===== src/rtl/uart_pkg.sv =====
// Shared UART definitions: TX state encoding, line levels and parity selectors.
// The RX start/parity/stop checkers import the same package.
package uart_pkg;

  typedef enum logic [2:0] {
    ST_IDLE   = 3'd0,
    ST_START  = 3'd1,
    ST_DATA   = 3'd2,
    ST_PARITY = 3'd3,
    ST_STOP   = 3'd4
  } tx_state_e;

  localparam logic START_BIT = 1'b0;
  localparam logic STOP_BIT  = 1'b1;
  localparam logic IDLE_LVL  = 1'b1;
  localparam logic PAR_EVEN  = 1'b0;
  localparam logic PAR_ODD   = 1'b1;

  // A one-bit payload still needs a one-bit counter.
  function automatic int unsigned cnt_width(input int unsigned w);
    return (w > 1) ? $clog2(w) : 1;
  endfunction

endpackage


===== src/rtl/uart_tx_serializer.sv =====
// Payload shift register and bit counter for the UART transmitter.
// ser_bit is the next payload bit to drive; ser_done flags the last payload bit on the line.
module uart_tx_serializer
  import uart_pkg::*;
#(
  parameter int DATA_WIDTH = 8
) (
  input  logic                  clk,
  input  logic                  rst,
  input  logic                  load,
  input  logic [DATA_WIDTH-1:0] load_data,
  input  logic                  shift_en,
  input  logic                  cnt_en,
  output logic                  ser_bit,
  output logic                  ser_done
);

  localparam int unsigned CNT_W = cnt_width(DATA_WIDTH);
  localparam logic [CNT_W-1:0] CNT_LAST = CNT_W'(DATA_WIDTH - 1);

  logic [DATA_WIDTH-1:0] data_q, data_d;
  logic [CNT_W-1:0]      cnt_q, cnt_d;

  always_comb begin
    data_d = data_q;
    cnt_d  = cnt_q;
    if (load) begin
      data_d = load_data;
    end else if (shift_en) begin
      data_d = data_q >> 1;
    end
    // The counter tracks the payload bit currently on the line and clears on leaving DATA.
    if (load) begin
      cnt_d = '0;
    end else if (cnt_en) begin
      cnt_d = (cnt_q == CNT_LAST) ? '0 : cnt_q + CNT_W'(1);
    end
  end

  always_ff @(posedge clk or posedge rst) begin
    if (rst) begin
      data_q <= '0;
      cnt_q  <= '0;
    end else begin
      data_q <= data_d;
      cnt_q  <= cnt_d;
    end
  end

  assign ser_bit  = data_q[0];
  assign ser_done = (cnt_q == CNT_LAST);

endmodule


===== src/rtl/uart_tx_frame.sv =====
// UART transmit framer: start bit, LSB-first payload, optional parity, stop bit.
// One bit per CLK; TX_OUT and Busy are registered from the next-state decode.
//
//   state     | meaning
//   ST_IDLE   | line idle high, waiting for Data_Valid
//   ST_START  | start bit on the line
//   ST_DATA   | payload bit cnt on the line
//   ST_PARITY | latched parity bit on the line
//   ST_STOP   | stop bit on the line; may accept the next word
module uart_tx_frame
  import uart_pkg::*;
#(
  parameter int DATA_WIDTH = 8
) (
  input  logic                  CLK,
  input  logic                  RST,
  input  logic [DATA_WIDTH-1:0] P_DATA,
  input  logic                  Data_Valid,
  input  logic                  PAR_EN,
  input  logic                  PAR_TYP,
  output logic                  TX_OUT,
  output logic                  Busy
);

  tx_state_e state_q, state_d;
  logic      tx_q, tx_d;
  logic      busy_q, busy_d;
  logic      par_q, par_d;
  logic      par_en_q, par_en_d;
  logic      accept;
  logic      load, shift_en, cnt_en;
  logic      ser_bit, ser_done;

  uart_tx_serializer #(
    .DATA_WIDTH (DATA_WIDTH)
  ) u_ser (
    .clk       (CLK),
    .rst       (RST),
    .load      (load),
    .load_data (P_DATA),
    .shift_en  (shift_en),
    .cnt_en    (cnt_en),
    .ser_bit   (ser_bit),
    .ser_done  (ser_done)
  );

  always_comb begin
    state_d  = state_q;
    tx_d     = IDLE_LVL;
    busy_d   = 1'b1;
    par_d    = par_q;
    par_en_d = par_en_q;
    load     = 1'b0;
    shift_en = 1'b0;
    cnt_en   = 1'b0;
    accept   = Data_Valid && ((state_q == ST_IDLE) || (state_q == ST_STOP));

    if (accept) begin
      load     = 1'b1;
      par_d    = (^P_DATA) ^ (PAR_TYP == PAR_ODD);
      par_en_d = PAR_EN;
    end

    case (state_q)
      ST_IDLE:   if (accept) state_d = ST_START;
      ST_START: begin
        state_d  = ST_DATA;
        shift_en = 1'b1;
      end
      ST_DATA: begin
        shift_en = 1'b1;
        cnt_en   = 1'b1;
        if (ser_done) state_d = par_en_q ? ST_PARITY : ST_STOP;
      end
      ST_PARITY: state_d = ST_STOP;
      ST_STOP:   state_d = accept ? ST_START : ST_IDLE;
      default:   state_d = ST_IDLE;
    endcase

    // Output level is chosen for the state being entered so the line changes on the same edge.
    case (state_d)
      ST_START:  tx_d = START_BIT;
      ST_DATA:   tx_d = ser_bit;
      ST_PARITY: tx_d = par_q;
      ST_STOP:   tx_d = STOP_BIT;
      default: begin
        tx_d   = IDLE_LVL;
        busy_d = 1'b0;
      end
    endcase
  end

  always_ff @(posedge CLK or posedge RST) begin
    if (RST) begin
      state_q  <= ST_IDLE;
      tx_q     <= IDLE_LVL;
      busy_q   <= 1'b0;
      par_q    <= 1'b0;
      par_en_q <= 1'b0;
    end else begin
      state_q  <= state_d;
      tx_q     <= tx_d;
      busy_q   <= busy_d;
      par_q    <= par_d;
      par_en_q <= par_en_d;
    end
  end

  assign TX_OUT = tx_q;
  assign Busy   = busy_q;

endmodule

===== config.mk =====
export PLATFORM = sky130hd
export DESIGN_NAME = uart_tx_frame
export DESIGN_NICKNAME = d
export VERILOG_FILES = /design/src/rtl/uart_pkg.sv /design/src/rtl/uart_tx_serializer.sv /design/src/rtl/uart_tx_frame.sv
export SDC_FILE = /design/constraint.sdc
export NUM_CORES = 1
export LEC_CHECK = 0
export CAP_MARGIN = 40
export CORE_UTILIZATION = 42
export DETAILED_ROUTE_END_ITERATION = 8
export HOLD_SLACK_MARGIN = 0.06
export PLACE_DENSITY = 0.75
export SETUP_SLACK_MARGIN = 0.15
export SYNTH_ARGS = -nofsm -noshare
export SYNTH_HDL_FRONTEND = slang
export SYNTH_SLANG_ARGS = --single-unit

===== constraint.sdc =====
create_clock -name CLK -period 1.5 [get_ports CLK]
set_clock_uncertainty 0.05 [all_clocks]
set_input_delay 0.3 -clock CLK [delete_from_list [all_inputs] [get_ports CLK]]
set_output_delay 0.3 -clock CLK [all_outputs]
set_load 0.01 [all_outputs]

Yosys cells after proc, flatten, opt, wreduce, memory -nomap -nowiden. Index checks and enable logic that the tools add are counted.

Register bits after elaboration: 18. Input port bits: 13. Output and inout port bits: 2. Word-level logic and storage cells: 41.

$add $sub $neg: 1. Equal/unequal tests: 9. Multiplexer cells: 15. Bitwise operators: 1. Reductions and logical operators: 8.

Operators by type and width (number): 3-bit 2-to-1 mux (6); 8-bit 2-to-1 mux (2); 3-bit case mux with 5 select lines (1); 3-bit by 2-bit == test with 1-bit output (second input constant) (4); 3-bit == test (second input constant) (3); 8-bit parity (1); 3-bit by 1-bit == test with 1-bit output (second input constant) (2); 1-bit 2-to-1 mux (5); 2-bit nonzero test (2); 4-bit OR reduction (1); 3-bit by 1-bit adder with 3-bit output (second input constant) (1); 3-bit logical NOT (1); 1-bit case mux with 3 select lines (1); 2-bit OR reduction (1); 1-bit logical AND (1); 1-bit logical OR (1); 1-bit XOR (1).

Depth between registers and ports, before layout.
Depth in word-level cells: 8. Mapped depth: 6. Gate-level depth less buffers: 6.

Hierarchy. From an unflattened synthesis, not the netlist that was laid out.

Cell total of the unflattened synthesis: 86. Area total of the unflattened synthesis: 913.4 um^2.

By module, submodules not included: uart_tx_serializer (instances 1, cells each 48, area each 519.2 um^2, seq. area each 275.3 um^2); uart_tx_frame (instances 1, cells each 38, area each 394.1 um^2, seq. area each 176.4 um^2).

Least setup slack after synthesis. No wires, ideal clock.

Path kind: reg-to-reg. Start point: register u_ser.cnt_q[0]. End point: register busy_q, in the netlist Busy. Setup time: 131 ps. Arrival: 1358 ps. Path slack: -40 ps. Cell stages (with the launch flop): 7. Path buffers: 0. Clock period less this slack: 1540 ps. Cell sequence: dfrtp_1 > ha_1 > ha_1 > nor2b_1 > nor2_1 > nor3b_1 > or3_1.

Longest elaborated chain between the ends: 6.

Ends and longest elaborated chain: start, declared (line uart_tx_serializer.sv:22) `logic [CNT_W-1:0] cnt_q, cnt_d;`; start signal, assigned (line uart_tx_serializer.sv:46) `cnt_q <= cnt_d;`; 3-bit == test (*) (line uart_tx_serializer.sv:51) `assign ser_done = (cnt_q == CNT_LAST);`; 3-bit 2-to-1 mux (*) (line uart_tx_frame.sv:73) `if (ser_done) state_d = par_en_q ? ST_PARITY : ST_STOP;`; 3-bit case mux with 5 select lines (*) (line uart_tx_frame.sv:64) `case (state_q)`; net state_d[2] (line uart_tx_frame.sv:25) `tx_state_e state_q, state_d;`; 3-bit by 2-bit == test with 1-bit output, or another cell as far along (line uart_tx_frame.sv:81) `case (state_d)`; 4-bit OR reduction (no line) (*); 1-bit 2-to-1 mux (*) (line uart_tx_frame.sv:81); net busy_d (line uart_tx_frame.sv:27) `logic busy_q, busy_d;`; end signal, assigned (line uart_tx_frame.sv:103) `busy_q <= busy_d;`; end, declared (line uart_tx_frame.sv:27).

Mark *: on every way through the listed nets, which the timed path passes. The rest lies on a longest branch. A chain may end at the register's enable or synchronous reset.

Worst setup path in the final report.
Start point: register u_ser.cnt_q[1]. End point: register busy_q, in the netlist Busy.

The elaborated chain is that of the path after synthesis.

==> results <==
- The detailed-route wire length is 2090 um.
- After legalization and detailed placement, the total HPWL measured 1340 um.
- The antenna diode instance count is 0.
- Setup violations remaining at the end of the flow were counted as 3.
- The total number of cells along the worst setup path is 6.
- The longest clock path from root to sink contains 2 buffers.
- The slack of the worst reg-to-reg path is -90 ps.
- The root buffer selected by CTS is sky130_fd_sc_hd__clkbuf_4.
- After detailed routing, the average wire length per cell comes to 13.7 um.
- The number of buffers created by CTS is 3.
- For this design, the CTS-stage hold fixing added 0 buffers.
- The insertion delay of the later-clocked pin in the worst-skew pair is 280 ps.
- The footprint of the multi-input gates is 612 um2.
- The met1 capacity usage during global routing is 0.208.
- On the critical path the largest part of the delay comes from simple AND/OR/NAND/NOR gates.
- The cell area power density is 1790 nW/um2.
- The number of buffer and inverter instances along the worst setup path is 0.
- In the routed design, unresolved DRC markers number 0.
- VDD sags by at most 1030 uV.
- For this run, the total global-route usage over all layers was measured as 0.180.
- The final reports fail on setup timing.
- The detailed router's first-iteration violation count is 6.
- The signal arrival time at the worst endpoint is 1690 ps.
- For met2 alone, demand over resource in global routing was 0.345.
- The most critical setup path has its startpoint at u_ser.cnt_q[1].
- Of the synthesized area, sequential elements account for 0.478.
- The max-slew violation total from the final report is 0.
- The kind of launch point of the worst setup path is a register.
- The commonest non-fill, non-tap cell in the layout is sky130_fd_sc_hd__buf_4.
- At the pin with the least slew margin, the transition time is 344 ps.
- The first global-routing pass estimated 3330 um of wire.
- The unique cell type count in the Yosys netlist is 31.
- The proportion of layout cells with a drive suffix above 1 is 0.528.
- The static leakage is 0.725 nW.
- Synthesis produced 82 cells.
- The depth of the most critical reg-to-reg path is 6.
- The largest individual stage delay along the critical path comes from the cell sky130_fd_sc_hd__or3_1.
- The standard-cell row count is 16.
- The count of vias placed by the detailed router is 748.
- Each instance of the synthesized netlist takes up on average 11.5 um2.
- Counting flops and latches in the post-synthesis netlist gives 18.
- met2 is the most crowded layer.
- Leaving out fill and tap cells, the most frequent cells in the layout are sky130_fd_sc_hd__buf_4 (19), sky130_fd_sc_hd__dfrtp_1 (16), sky130_fd_sc_hd__buf_6 (10), sky130_fd_sc_hd__a22o_1 (6).
- The number of nets produced by synthesis is 97.
- The floorplan step set the die height to 49.5 um.
- The worst setup margin is -86.0 ps.
- Setup repair after global routing could not meet its margin everywhere.
- For this run, the top clock speed supported by timing is 631 MHz.
- The number of global-route vias before repair is 783.
- After routing, the total negative slack on setup checks comes to -154 ps.
- The signal on the critical path passes through ha_2, ha_4, nor2b_4, o21ai_1, nor2b_2, or3_1.
- The cell area reported after detailed placement is 1250 um2.
- The worst hold path begins at P_DATA[4].
- TritonCTS built the clock tree.
- The worst path in the final design needs a cycle of 1590 ps, including I/O delays and setup.
- The hold violation count in the final report is 0.
- In the routed layout, each cell is associated on average with a via count of 4.92.
- The depth of the CTS H-tree is 1.
- From left edge to right edge, the die measures 49.5 um.
- The worst hold-check path type is input pin to register.
- Summing every instance area after synthesis gives 946 um2.
- The final global-route overflow total is 0.
- The number of antenna violations at the first check in global routing is 0.
- The longest individual stage delay on the worst path is 370 ps.
- The startpoint-to-endpoint class of the critical path is register to register.
- The maximum number of pins on one net before global-route repair is 19.
- The number of cells traversed by the worst hold path is 3.
- The full die area is 2450 um2.
- The routing usage on met3 is 0.0278.
- The number of nets in the layout is 141.
- Summing all flip-flop and latch instances after layout gives 453 um2.
- The number of buffers added on ports is 14.
- The clock transition at the registers of the reported paths is 100 ps.
- The count of placed standard cells in the final layout, fillers left out is 152.
- The area of the core region is 2040 um2.
- Data on the critical path is required at its endpoint by 1610 ps.
- The first detailed-routing pass took 2 iterations.
- The number of top-level pins is 15.
- The sort of element at the end of the critical path is a register.
- The initial utilization of the core area, before any placement, comes to 0.463.
- Counting the fill cells in the layout gives 145.
- Relative to the synthesized area, the layout overhead comes to 60.7%.
- The congestion estimate from routability-driven global placement came to 0.790.
- Across the run, the number of max-cap violations was 0.
- The detail route stage leaves a number of antenna-violating nets equal to 0.
- The flow ran to the end, but the final reports show violations.
- The synthesis warning total is 0.
- Once placement completed, the tool counted placed cells totaling 133.
- In the finished design, the share of the clock period the worst path needs comes to 1.06.
- The peak fanout along the critical path is 2.
- The worst pin sits at a relative slew slack of 0.771.
- The finished cells cover 1520 um2.
- The startpoint of the most critical register-to-register path is u_ser.cnt_q[1].
- The tree built by TritonCTS fans out to 18 sinks.
==> power by group <==
group / switching (W) / internal (W)
clock: 0.000136 / 0.000148
sequential: 0.000167 / 0.000712
combinational: 0.000619 / 0.000935
==> flip-flops by register name, indices dropped and copies added (netlist names) <==
| name | flops |
|---|---|
| Busy | 1 |
| TX_OUT | 1 |
| par_en_q | 1 |
| par_q | 1 |
| state_q | 3 |
| u_ser.cnt_q | 3 |
| u_ser.data_q | 8 |
==> synthesized netlist by cell type <==
master / n / area (um2)
sky130_fd_sc_hd__a211oi_1: 1 / 7.51
sky130_fd_sc_hd__a21bo_2: 1 / 10.0
sky130_fd_sc_hd__a21o_1: 1 / 7.51
sky130_fd_sc_hd__a21oi_1: 3 / 15.0
sky130_fd_sc_hd__a21oi_4: 1 / 16.3
sky130_fd_sc_hd__a22o_1: 6 / 52.6
sky130_fd_sc_hd__a22o_2: 1 / 10.0
sky130_fd_sc_hd__buf_2: 3 / 15.0
sky130_fd_sc_hd__buf_4: 1 / 7.51
sky130_fd_sc_hd__dfrtp_1: 17 / 425
sky130_fd_sc_hd__dfstp_2: 1 / 26.3
sky130_fd_sc_hd__ha_1: 2 / 25.0
sky130_fd_sc_hd__inv_1: 1 / 3.75
sky130_fd_sc_hd__mux2_2: 4 / 45.0
sky130_fd_sc_hd__mux2_4: 1 / 15.0
sky130_fd_sc_hd__mux2i_1: 5 / 50.1
sky130_fd_sc_hd__nand2_1: 5 / 18.8
sky130_fd_sc_hd__nand2b_1: 2 / 12.5
sky130_fd_sc_hd__nand2b_2: 1 / 8.76
sky130_fd_sc_hd__nand4b_1: 1 / 8.76
sky130_fd_sc_hd__nor2_1: 4 / 15.0
sky130_fd_sc_hd__nor2_2: 1 / 6.26
sky130_fd_sc_hd__nor2b_1: 2 / 12.5
sky130_fd_sc_hd__nor3b_1: 1 / 7.51
sky130_fd_sc_hd__o21ai_0: 3 / 15.0
sky130_fd_sc_hd__o21ai_1: 4 / 20.0
sky130_fd_sc_hd__o21bai_1: 1 / 7.51
sky130_fd_sc_hd__or3_1: 1 / 6.26
sky130_fd_sc_hd__xnor2_1: 5 / 43.8
sky130_fd_sc_hd__xnor3_1: 1 / 22.5
sky130_fd_sc_hd__xor2_1: 1 / 8.76
==> metrics by stage <==
stage	hold slack [ps]	utilization	setup WS, ps	total power, W
2_1_floorplan	188	-	25.9	0.00160
3_3_place_gp	420	0.612	-415	0.00193
3_5_place_dp	424	0.612	-425	0.00197
4_1_cts	289	0.692	-39.7	0.00250
5_1_grt	218	0.744	-179	0.00290
6_report	225	0.744	-86.0	0.00272
==> worst paths after layout <==
kind | to
setup / recovery | Busy
hold / removal | u_ser.data_q[4]
setup reg to reg | Busy
hold reg to reg | u_ser.data_q[5]
max in group asynchronous | TX_OUT
min in group asynchronous | u_ser.data_q[3]
==> worst reg2reg max path, stage by stage (launching register included) <==
cell and delay (ps):
sky130_fd_sc_hd__dfrtp_1 360, sky130_fd_sc_hd__ha_2 190, sky130_fd_sc_hd__ha_4 130, sky130_fd_sc_hd__nor2b_4 150
sky130_fd_sc_hd__o21ai_1 60, sky130_fd_sc_hd__nor2b_2 160, sky130_fd_sc_hd__or3_1 370
==> what timing repair did <==
| item | CTS | global route |
|---|---|---|
| setup endpoints to repair | 15 | 15 |
| resized for setup | 33 | 22 |
| pin swaps | 15 | 15 |
| buffers inserted | 10 | 5 |
| endpoints found under the hold margin | 0 | 0 |
==> per-layer routing <==
| layer | up-vias | wire [um] |
|---|---|---|
| li1 | 379 | - |
| met1 | 357 | 872 |
| met2 | 10 | 1170 |
| met3 | 2 | 38 |
| met4 | 0 | 12 |
| met5 | - | 0 |
==> cells by family after synthesis <==
logic type,count (synthesis),synth area share
buffers and inverters,5,0.0278
adder cells (fa/ha/maj),2,0.0265
AO/OA/AOI/OAI,22,0.171
AND/OR/NAND/NOR,18,0.102
multiplexers,10,0.116
flip-flops,18,0.478
XOR/XNOR,7,0.0794
==> final cells by class <==
class / instances / share of cell area
clock buffer: 4 / 0.0239
tap: 27 / 0.0222
timing repair buffer: 43 / 0.251
multi-input combinational: 59 / 0.402
sequential: 18 / 0.298
inverter: 1 / 0.00247
Note: power is estimated with default switching activity, not from simulation.
